`config.mk`:
```
export PLATFORM = sky130hd
export DESIGN_NAME = lt_serial_driver
export DESIGN_NICKNAME = d
export VERILOG_FILES = /design/src/rtl/lt_pkg.sv /design/src/rtl/lt_pulse_gen.sv /design/src/rtl/lt_serial_driver.sv
export SDC_FILE = /design/constraint.sdc
export NUM_CORES = 1
export LEC_CHECK = 0
export CAP_MARGIN = 20
export CORE_ASPECT_RATIO = 1.75
export CORE_UTILIZATION = 47
export CTS_BUF_LIST = sky130_fd_sc_hd__clkbuf_4 sky130_fd_sc_hd__clkbuf_8
export CTS_CLUSTER_SIZE = 40
export DETAILED_ROUTE_END_ITERATION = 12
export HOLD_SLACK_MARGIN = 0.05
export PLACE_DENSITY = 0.83
export SYNTH_ARGS = -nofsm -noshare
export SYNTH_HDL_FRONTEND = slang
export SYNTH_SLANG_ARGS = --single-unit
```
`constraint.sdc`:
```
create_clock -name clk -period 2.5 [get_ports clk]
set_input_delay 0.25 -clock clk [delete_from_list [all_inputs] [get_ports clk]]
set_output_delay 0.25 -clock clk [all_outputs]
set_load 0.02 [all_outputs]
```
`src/rtl/lt_pkg.sv`:
```
// Shared types and byte constants for the level-translator serial command path.
// Latency: n/a (definitions only).
// Backpressure: n/a.
package lt_pkg;

    typedef enum logic [2:0] {
        ST_IDLE,
        ST_CMD,
        ST_BANK,
        ST_ARG,
        ST_RESP_WAIT,
        ST_RESP_SEND
    } state_t;

    localparam logic [7:0] SYNC_BYTE  = 8'hA5;
    localparam logic [7:0] CMD_WRITE  = 8'h01;
    localparam logic [7:0] CMD_OE     = 8'h02;
    localparam logic [7:0] CMD_STROBE = 8'h03;
    localparam logic [7:0] RESP_ACK   = 8'h06;
    localparam logic [7:0] RESP_NAK   = 8'h15;

endpackage

```
`src/rtl/lt_pulse_gen.sv`:
```
// Retriggerable fixed-width pulse: WIDTH cycles high after the last trig.
// Latency: pulse rises the cycle after trig.
// Backpressure: none; a trig while active reloads the count with no low gap.
module lt_pulse_gen #(
    parameter int WIDTH = 50
) (
    input  logic clk,
    input  logic rst_n,
    input  logic trig,
    output logic pulse
);

    localparam int CW = ($clog2(WIDTH) > 0) ? $clog2(WIDTH) : 1;
    localparam logic [CW-1:0] CNT_LAST = CW'(WIDTH - 1);

    logic [CW-1:0] cnt;

    // Count remaining high cycles; the cycle with cnt==0 is the last high one.
    always_ff @(posedge clk) begin
        if (!rst_n) begin
            cnt   <= '0;
            pulse <= 1'b0;
        end else if (trig) begin
            cnt   <= CNT_LAST;
            pulse <= 1'b1;
        end else if (pulse) begin
            if (cnt == '0) begin
                pulse <= 1'b0;
            end else begin
                cnt <= cnt - 1'b1;
            end
        end
    end

endmodule

```
`src/rtl/lt_serial_driver.sv`:
```
// Parses A5-framed command bytes and drives 64 translator pins, OEs and a strobe.
// Latency: register update the cycle after the argument byte; response two cycles after the frame end at the earliest.
// Backpressure: response is held in RESP_WAIT while tx_busy; bytes arriving then are dropped.
module lt_serial_driver
    import lt_pkg::*;
#(
    parameter int TIMEOUT_CYCLES = 5000000,
    parameter int STROBE_CYCLES  = 50
) (
    input  logic        clk,
    input  logic        rst_n,
    input  logic [7:0]  rx_data,
    input  logic        new_rx_data,
    output logic [7:0]  tx_data,
    output logic        new_tx_data,
    input  logic        tx_busy,
    output logic [63:0] data_out,
    output logic [63:0] data_oe,
    output logic        strobe,
    output logic        busy
);

    localparam int TW = ($clog2(TIMEOUT_CYCLES) > 0) ? $clog2(TIMEOUT_CYCLES) : 1;
    localparam logic [TW-1:0] TO_LAST = TW'(TIMEOUT_CYCLES - 1);

    state_t        state;
    logic          cmd_is_oe;
    logic [2:0]    bank;
    logic [7:0]    resp;
    logic [TW-1:0] to_cnt;
    logic          frame_active;
    logic          to_expired;
    logic          strobe_trig;

    assign frame_active = (state == ST_CMD) || (state == ST_BANK) || (state == ST_ARG);
    assign to_expired   = frame_active && (to_cnt == TO_LAST);
    assign strobe_trig  = (state == ST_CMD) && new_rx_data && (rx_data == CMD_STROBE);
    assign busy         = (state != ST_IDLE);

    // Inter-byte watchdog: runs only mid-frame, any received byte restarts it.
    always_ff @(posedge clk) begin
        if (!rst_n) begin
            to_cnt <= '0;
        end else if (new_rx_data || !frame_active) begin
            to_cnt <= '0;
        end else begin
            to_cnt <= to_cnt + 1'b1;
        end
    end

    // Frame parser, bank registers and one-shot response handshake.
    always_ff @(posedge clk) begin
        if (!rst_n) begin
            state       <= ST_IDLE;
            cmd_is_oe   <= 1'b0;
            bank        <= '0;
            resp        <= '0;
            data_out    <= '0;
            data_oe     <= '0;
            tx_data     <= '0;
            new_tx_data <= 1'b0;
        end else begin
            new_tx_data <= 1'b0;
            case (state)
                ST_IDLE: begin
                    if (new_rx_data && (rx_data == SYNC_BYTE)) begin
                        state <= ST_CMD;
                    end
                end
                ST_CMD: begin
                    if (new_rx_data) begin
                        if ((rx_data == CMD_WRITE) || (rx_data == CMD_OE)) begin
                            cmd_is_oe <= (rx_data == CMD_OE);
                            state     <= ST_BANK;
                        end else if (rx_data == CMD_STROBE) begin
                            resp  <= RESP_ACK;
                            state <= ST_RESP_WAIT;
                        end else begin
                            resp  <= RESP_NAK;
                            state <= ST_RESP_WAIT;
                        end
                    end else if (to_expired) begin
                        state <= ST_IDLE;
                    end
                end
                ST_BANK: begin
                    if (new_rx_data) begin
                        if (rx_data <= 8'd7) begin
                            bank  <= rx_data[2:0];
                            state <= ST_ARG;
                        end else begin
                            resp  <= RESP_NAK;
                            state <= ST_RESP_WAIT;
                        end
                    end else if (to_expired) begin
                        state <= ST_IDLE;
                    end
                end
                ST_ARG: begin
                    if (new_rx_data) begin
                        if (cmd_is_oe) begin
                            data_oe[{bank, 3'b000} +: 8] <= rx_data;
                        end else begin
                            data_out[{bank, 3'b000} +: 8] <= rx_data;
                        end
                        resp  <= RESP_ACK;
                        state <= ST_RESP_WAIT;
                    end else if (to_expired) begin
                        state <= ST_IDLE;
                    end
                end
                ST_RESP_WAIT: begin
                    if (!tx_busy) begin
                        tx_data     <= resp;
                        new_tx_data <= 1'b1;
                        state       <= ST_RESP_SEND;
                    end
                end
                ST_RESP_SEND: begin
                    state <= ST_IDLE;
                end
                default: begin
                    state <= ST_IDLE;
                end
            endcase
        end
    end

    lt_pulse_gen #(
        .WIDTH (STROBE_CYCLES)
    ) u_strobe (
        .clk   (clk),
        .rst_n (rst_n),
        .trig  (strobe_trig),
        .pulse (strobe)
    );

endmodule

```
Yosys cells after proc, flatten, opt, wreduce, memory -nomap -nowiden
Cells that the tools add are included.

storage, ports and cells
  register bits after elaboration = 182
  bits of input ports = 12
  output and inout bits = 139
  word-level logic and storage cells = 90

cells by class
  $add $sub $neg = 3
  $lt $le $gt $ge = 1
  eq/ne operators = 17
  shift operators = 2
  muxes and demuxes = 25
  bitwise gates (word level) = 4
  reduce and logical (&&, ||, !) cells = 26

operator list
  operator                                                        count
  bitwise mux 64 bit                                              2
  variable shift 8 x 8 -> 64 bit, first input constant            1
  indexed part select 8 x 8 -> 64 bit                             1
  2-to-1 mux 8 bit                                                5
  2-to-1 mux 3 bit                                                8
  one-hot mux 8 bit (3 select lines)                              1
  adder 23 x 1 -> 23 bit, second input constant                   1
  == test 23 bit, second input constant                           1
  2-to-1 mux 6 bit                                                3
  == test 8 x 2 -> 1 bit, second input constant                   2
  inequality test 2 bit, second input constant                    8
  one-hot mux 3 bit (5 select lines)                              1
  AND reduction 3 bit                                             4
  AND reduction 2 bit                                             5
  == test 8 x 1 -> 1 bit, second input constant                   1
  == test 8 bit, second input constant                            1
  less-or-equal comparator 8 x 3 -> 1 bit, second input constant  1
  negator 6 -> 8 bit                                              1
  == test 3 x 2 -> 1 bit, second input constant                   2
  zero test 6 bit                                                 1
  AND reduction 6 bit                                             1
  nonzero test 3 bit                                              2
  subtractor 6 x 1 -> 6 bit, second input constant                1
  2-to-1 mux 5 bit                                                1
  10 further kinds                                                23

Longest topological paths before layout
  depth after elaboration = 7
  mapped depth = 11
  mapped depth without buffers = 8

Cells and area by module
Synthesis repeated with hierarchy kept, for this count alone.

second synthesis, totals
  cells, all modules = 766
  area, all modules = 7163.1 um^2

by module, submodules not included
  module            times used  cells each  area an instance (um^2)  sequential area each (um^2)
  lt_serial_driver  1           722         6770.2                   3303.2
  lt_pulse_gen      1           44          392.9                    140.1

Worst setup path after synthesis
OpenSTA, ideal clock, no wires.

  path type = flip-flop to flip-flop
  start point = register bank[0]
  end point = register data_oe[0]
  library setup time = 0.128 ns
  arrival time = 2.335 ns
  data required time = 2.372 ns
  setup slack = 0.037 ns
  cell stages (with the launch flop) = 11
  path buffers = 3
  clock period less this slack = 2.463 ns
  path through = dfxtp_1 > clkbuf_1 > inv_1 > ha_1 > ha_1 > buf_2 > nor2_1 > clkbuf_1 > nand4_1 > mux2i_1 > nor2_1

between the ends
  cells in the longest elaborated chain, start to end = 3
  elaborated cells on any way between the ends = 4
  those cells by class = add/sub: 1; shift: 2; mux: 1

RTL lines
  what                                                                                          RTL line                 RTL
  from (decl)                                                                                   lt_serial_driver.sv:28   logic [2:0] bank;
  from (signal assigned)                                                                        lt_serial_driver.sv:89   bank <= rx_data[2:0];
  negator 6 -> 8 bit *                                                                          lt_serial_driver.sv:102  data_oe[{bank, 3'b000} +: 8] <= rx_data;
  indexed part select 8 x 8 -> 64 bit / variable shift 8 x 8 -> 64 bit (equally long branches)  lt_serial_driver.sv:102
  bitwise mux 64 bit *                                                                          lt_serial_driver.sv:102
  to (signal, indexed assignment)                                                               lt_serial_driver.sv:102
  to (decl)                                                                                     lt_serial_driver.sv:18   output logic [63:0] data_oe,

Every way passes the cells marked *; elsewhere a longest branch is shown, timed or not.
A chain may end at the register's enable or synchronous reset.

Worst setup path after layout
  start point = register bank[0]
  end point = register data_out[34]

between the ends
  cells in the longest elaborated chain, start to end = 3
  elaborated cells on any way between the ends = 4
  those cells by class = add/sub: 1; shift: 2; mux: 1

RTL lines
  what                                                                                          RTL line                 RTL
  negator 6 -> 8 bit *                                                                          lt_serial_driver.sv:104  data_out[{bank, 3'b000} +: 8] <= rx_data;
  indexed part select 8 x 8 -> 64 bit / variable shift 8 x 8 -> 64 bit (equally long branches)  lt_serial_driver.sv:104
  bitwise mux 64 bit *                                                                          lt_serial_driver.sv:104
  to (signal, indexed assignment)                                                               lt_serial_driver.sv:104
  to (decl)                                                                                     lt_serial_driver.sv:17   output logic [63:0] data_out,

Marks and branches as above.

==> results by group <==
Status
  • Status: finished, final reports clean

GRT
  • Vias in the first global route: 5794
  • Initial antenna violation count: 0
  • GR Util All Layers: 24.5%
  • Largest net degree at the start of global routing: 121
  • Grt total ovfl: 0
  • First-pass GRT wire length: 28800 um

Worst setup path
  • CP max stage cell: ha_1
  • Startpoint types: flop
  • Critical setup path kind: reg2reg
  • CP delay by family, top: adder cells
  • CP arrival: 2.60 ns
  • CP max FO: 11
  • WP data required: 2.82 ns
  • WP buf/inv: 2
  • CP Capture Type: flop
  • Worst-path cell chain: inv_1 > ha_1 > ha_1 > nor2b_1 > buf_4 > nand2_1 > nand2_1 > a21oi_1
  • CP peak stage delay: 0.52 ns
  • Crit path depth: 8
  • Worst r2r path cells: 8

Yosys
  • Synth Area in Compound Gates: 6.04%
  • Top FF cell, synth: dfxtp_1
  • Adder-Cell Fraction of Synth Area: 0.721%
  • Ranking of synthesized cells by area: dfxtp_1, mux2i_1, nor2_1, a21oi_1, nand2_1
  • Synth Area in XOR/XNOR: 2.65%
  • Number of synthesized flops with an enable pin: 0
  • Largest family of logic cells by synthesized area: simple AND/OR/NAND/NOR gates
  • Synth Area per Inst: 9.08 um^2
  • Yosys warns: 0
  • Yosys cell types: 58
  • Cell taking the most area after synthesis: dfxtp_1
  • Seq/Total Area, Yosys: 49.6%
  • Simple-gate area share of the yosys netlist: 24.1%
  • Yosys top cell area share: 49.6%
  • Mapped Area: 6940 um^2
  • Mux share of post-synthesis cell area: 13.0%
  • Yosys reg bits: 172
  • Cells after Synth: 765
  • Async set-reset flop share out of synthesis: 0%

Timing
  • Fin crit share: 91.2%
  • Slew headroom: 58.6%
  • Max-slew violation count: 0
  • PnR worst setup slack: 0.220 ns
  • Final setup vio count: 0
  • Fin Setup TNS: 0 ns
  • Setup Skew: 0.00926 ns
  • Final Hold Viols: 0
  • Hold_ws: 0.458 ns
  • Achievable Freq: 439 MHz
  • Worst-margin pin slew: 0.620 ns
  • RSZ-0062 raised after global routing: no
  • Minimum clock period after layout: 2.28 ns

Worst hold path
  • Hold path depth: 2
  • Hold Path Class: reg2reg

Final layout
  • Layout Area Growth over Synthesis: 29.9%
  • Final Cell Area: 9020 um^2
  • Final Util: 62.8%
  • Most frequent cells in the layout: dfxtp_1, clkdlybuf4s50_1, nor2_1, mux2i_1, nand2_1
  • Final std cells w/o fill: 1099
  • Layout cells sized above 1: 7.94%
  • Final nets: 922
  • Most common cell after layout, fill and taps aside: dfxtp_1
  • Ant. Diodes: 0

CTS
  • Post-CTS Setup Bufs: 0
  • CTS Buf Count: 17
  • Clock Tree Buf Depth: 2
  • Clk Latency, worst-skew pair: 0.45 ns
  • CTS tree: yes
  • Clock Tree Root: clkbuf_8
  • Sink Count: 172
  • H-tree depth: 4
  • Reg clk slew, reported paths: 0.09 ns

Die
  • # rows: 58
  • Die Wd: 93.9 um
  • Die ar.: 15300 um^2
  • Initial Util: 48.3%
  • Die Ht: 163 um
  • I/O Pins: 151
  • Core area: 14400 um^2

Place
  • PortBufs: 146
  • Placed inst area: 8610 um^2
  • Dpl cells: 1067
  • Detail Placement HPWL: 13000 um
  • Placer Congestion: 0.880
  • Setup WS pre-CTS: 0.0916 ns

Drt
  • DRC: 0
  • Initial DRC Count: 383
  • Initial DRT Pass Iterations: 5
  • Post-DR vias/cell: 5.43
  • Routed len/inst: 16.7 um
  • Routed vias: 5968
  • Post-Route WL: 18400 um
  • Post-route ant nets: 0

Pwr
  • Pwr Total: 4.90 mW
  • LEAKAGE: 3.26 nW
  • Pwr Density: 543 nW/um^2
  • VDD IR max: 0.386 mV

Flow run
  • MaxCap Viol Count: 0
-- cell type report --
cell class | instances | area (um^2)
Sequential cell | 172 | 3440
Fill cell | 1196 | 5350
Inverter | 14 | 55.1
Clock buffer | 21 | 270
Timing Repair Buffer | 168 | 1640
Multi-Input combinational cell | 533 | 3250
Clock inverter | 11 | 144
Tap cell | 180 | 225
-- repair_timing --
action	4_1_cts	5_1_grt
hold endpoints to repair	0	0
endpoints found under the setup margin	0	1
resized for setup	0	1
hold buffers	0	0
-- worst min-delay path, stage by stage, from the launching register on --
cell and delay [ns]:
dfxtp_1 0.32, nand2_1 0.05, a21oi_1 0.05
-- power by group --
group	total [mW]	switching, mW	internal, mW	leakage (nW)
clock	2.02	0.976	1.04	0.214
sequential	2.74	0.000820	2.74	1.38
combinational	0.140	0.100	0.0399	1.66
-- per-layer routing --
metal | vias to the layer above | wire length [um] | global-route usage, % | share of wire (%)
li1 | 2868 | - | - | -
met1 | 2791 | 6930 | 26.4 | 38
met2 | 233 | 9410 | 42.6 | 51
met3 | 76 | 886 | 4.39 | 4.8
met4 | 0 | 1190 | 17.2 | 6.4
met5 | - | 0 | 0 | 0
-- cell usage after synthesis, types with 12 or more instances --
master / n
dfxtp_1: 172
nor2_1: 127
mux2i_1: 90
nand2_1: 70
a21oi_1: 54
nand3_1: 48
clkbuf_1: 32
xnor2_1: 17
nor3_1: 15
inv_1: 13
and2_1: 12
-- sequential cells by signal, summed over array words and instances, names as in the netlist --
signal / count
new_tx_data: 1
bank: 3
u_strobe.pulse: 1
data_oe: 64
cmd_is_oe: 1
to_cnt: 23
tx_data: 3
data_out: 64
u_strobe.cnt: 6
state: 3
resp: 3
-- cell families (layout without fill, tap and decap cells) --
family,count (synthesis),in the layout
multiplexers,90,90
AO/OA/AOI/OAI,74,74
other,1,4
adder cells (fa/ha/maj),4,4
XOR/XNOR,21,21
AND/OR/NAND/NOR,340,340
flip-flops,172,172
buffers and inverters,63,214
-- final timing paths --
kind,startpoint,end,slack (ns)
worst max-delay path,bank[0],data_out[34],0.22
worst min-delay path,data_out[55],data_out[55],0.46
worst max register to register,bank[0],data_out[34],0.22
worst min register to register,data_out[55],data_out[55],0.46
Power figures use the tool's default switching activity.
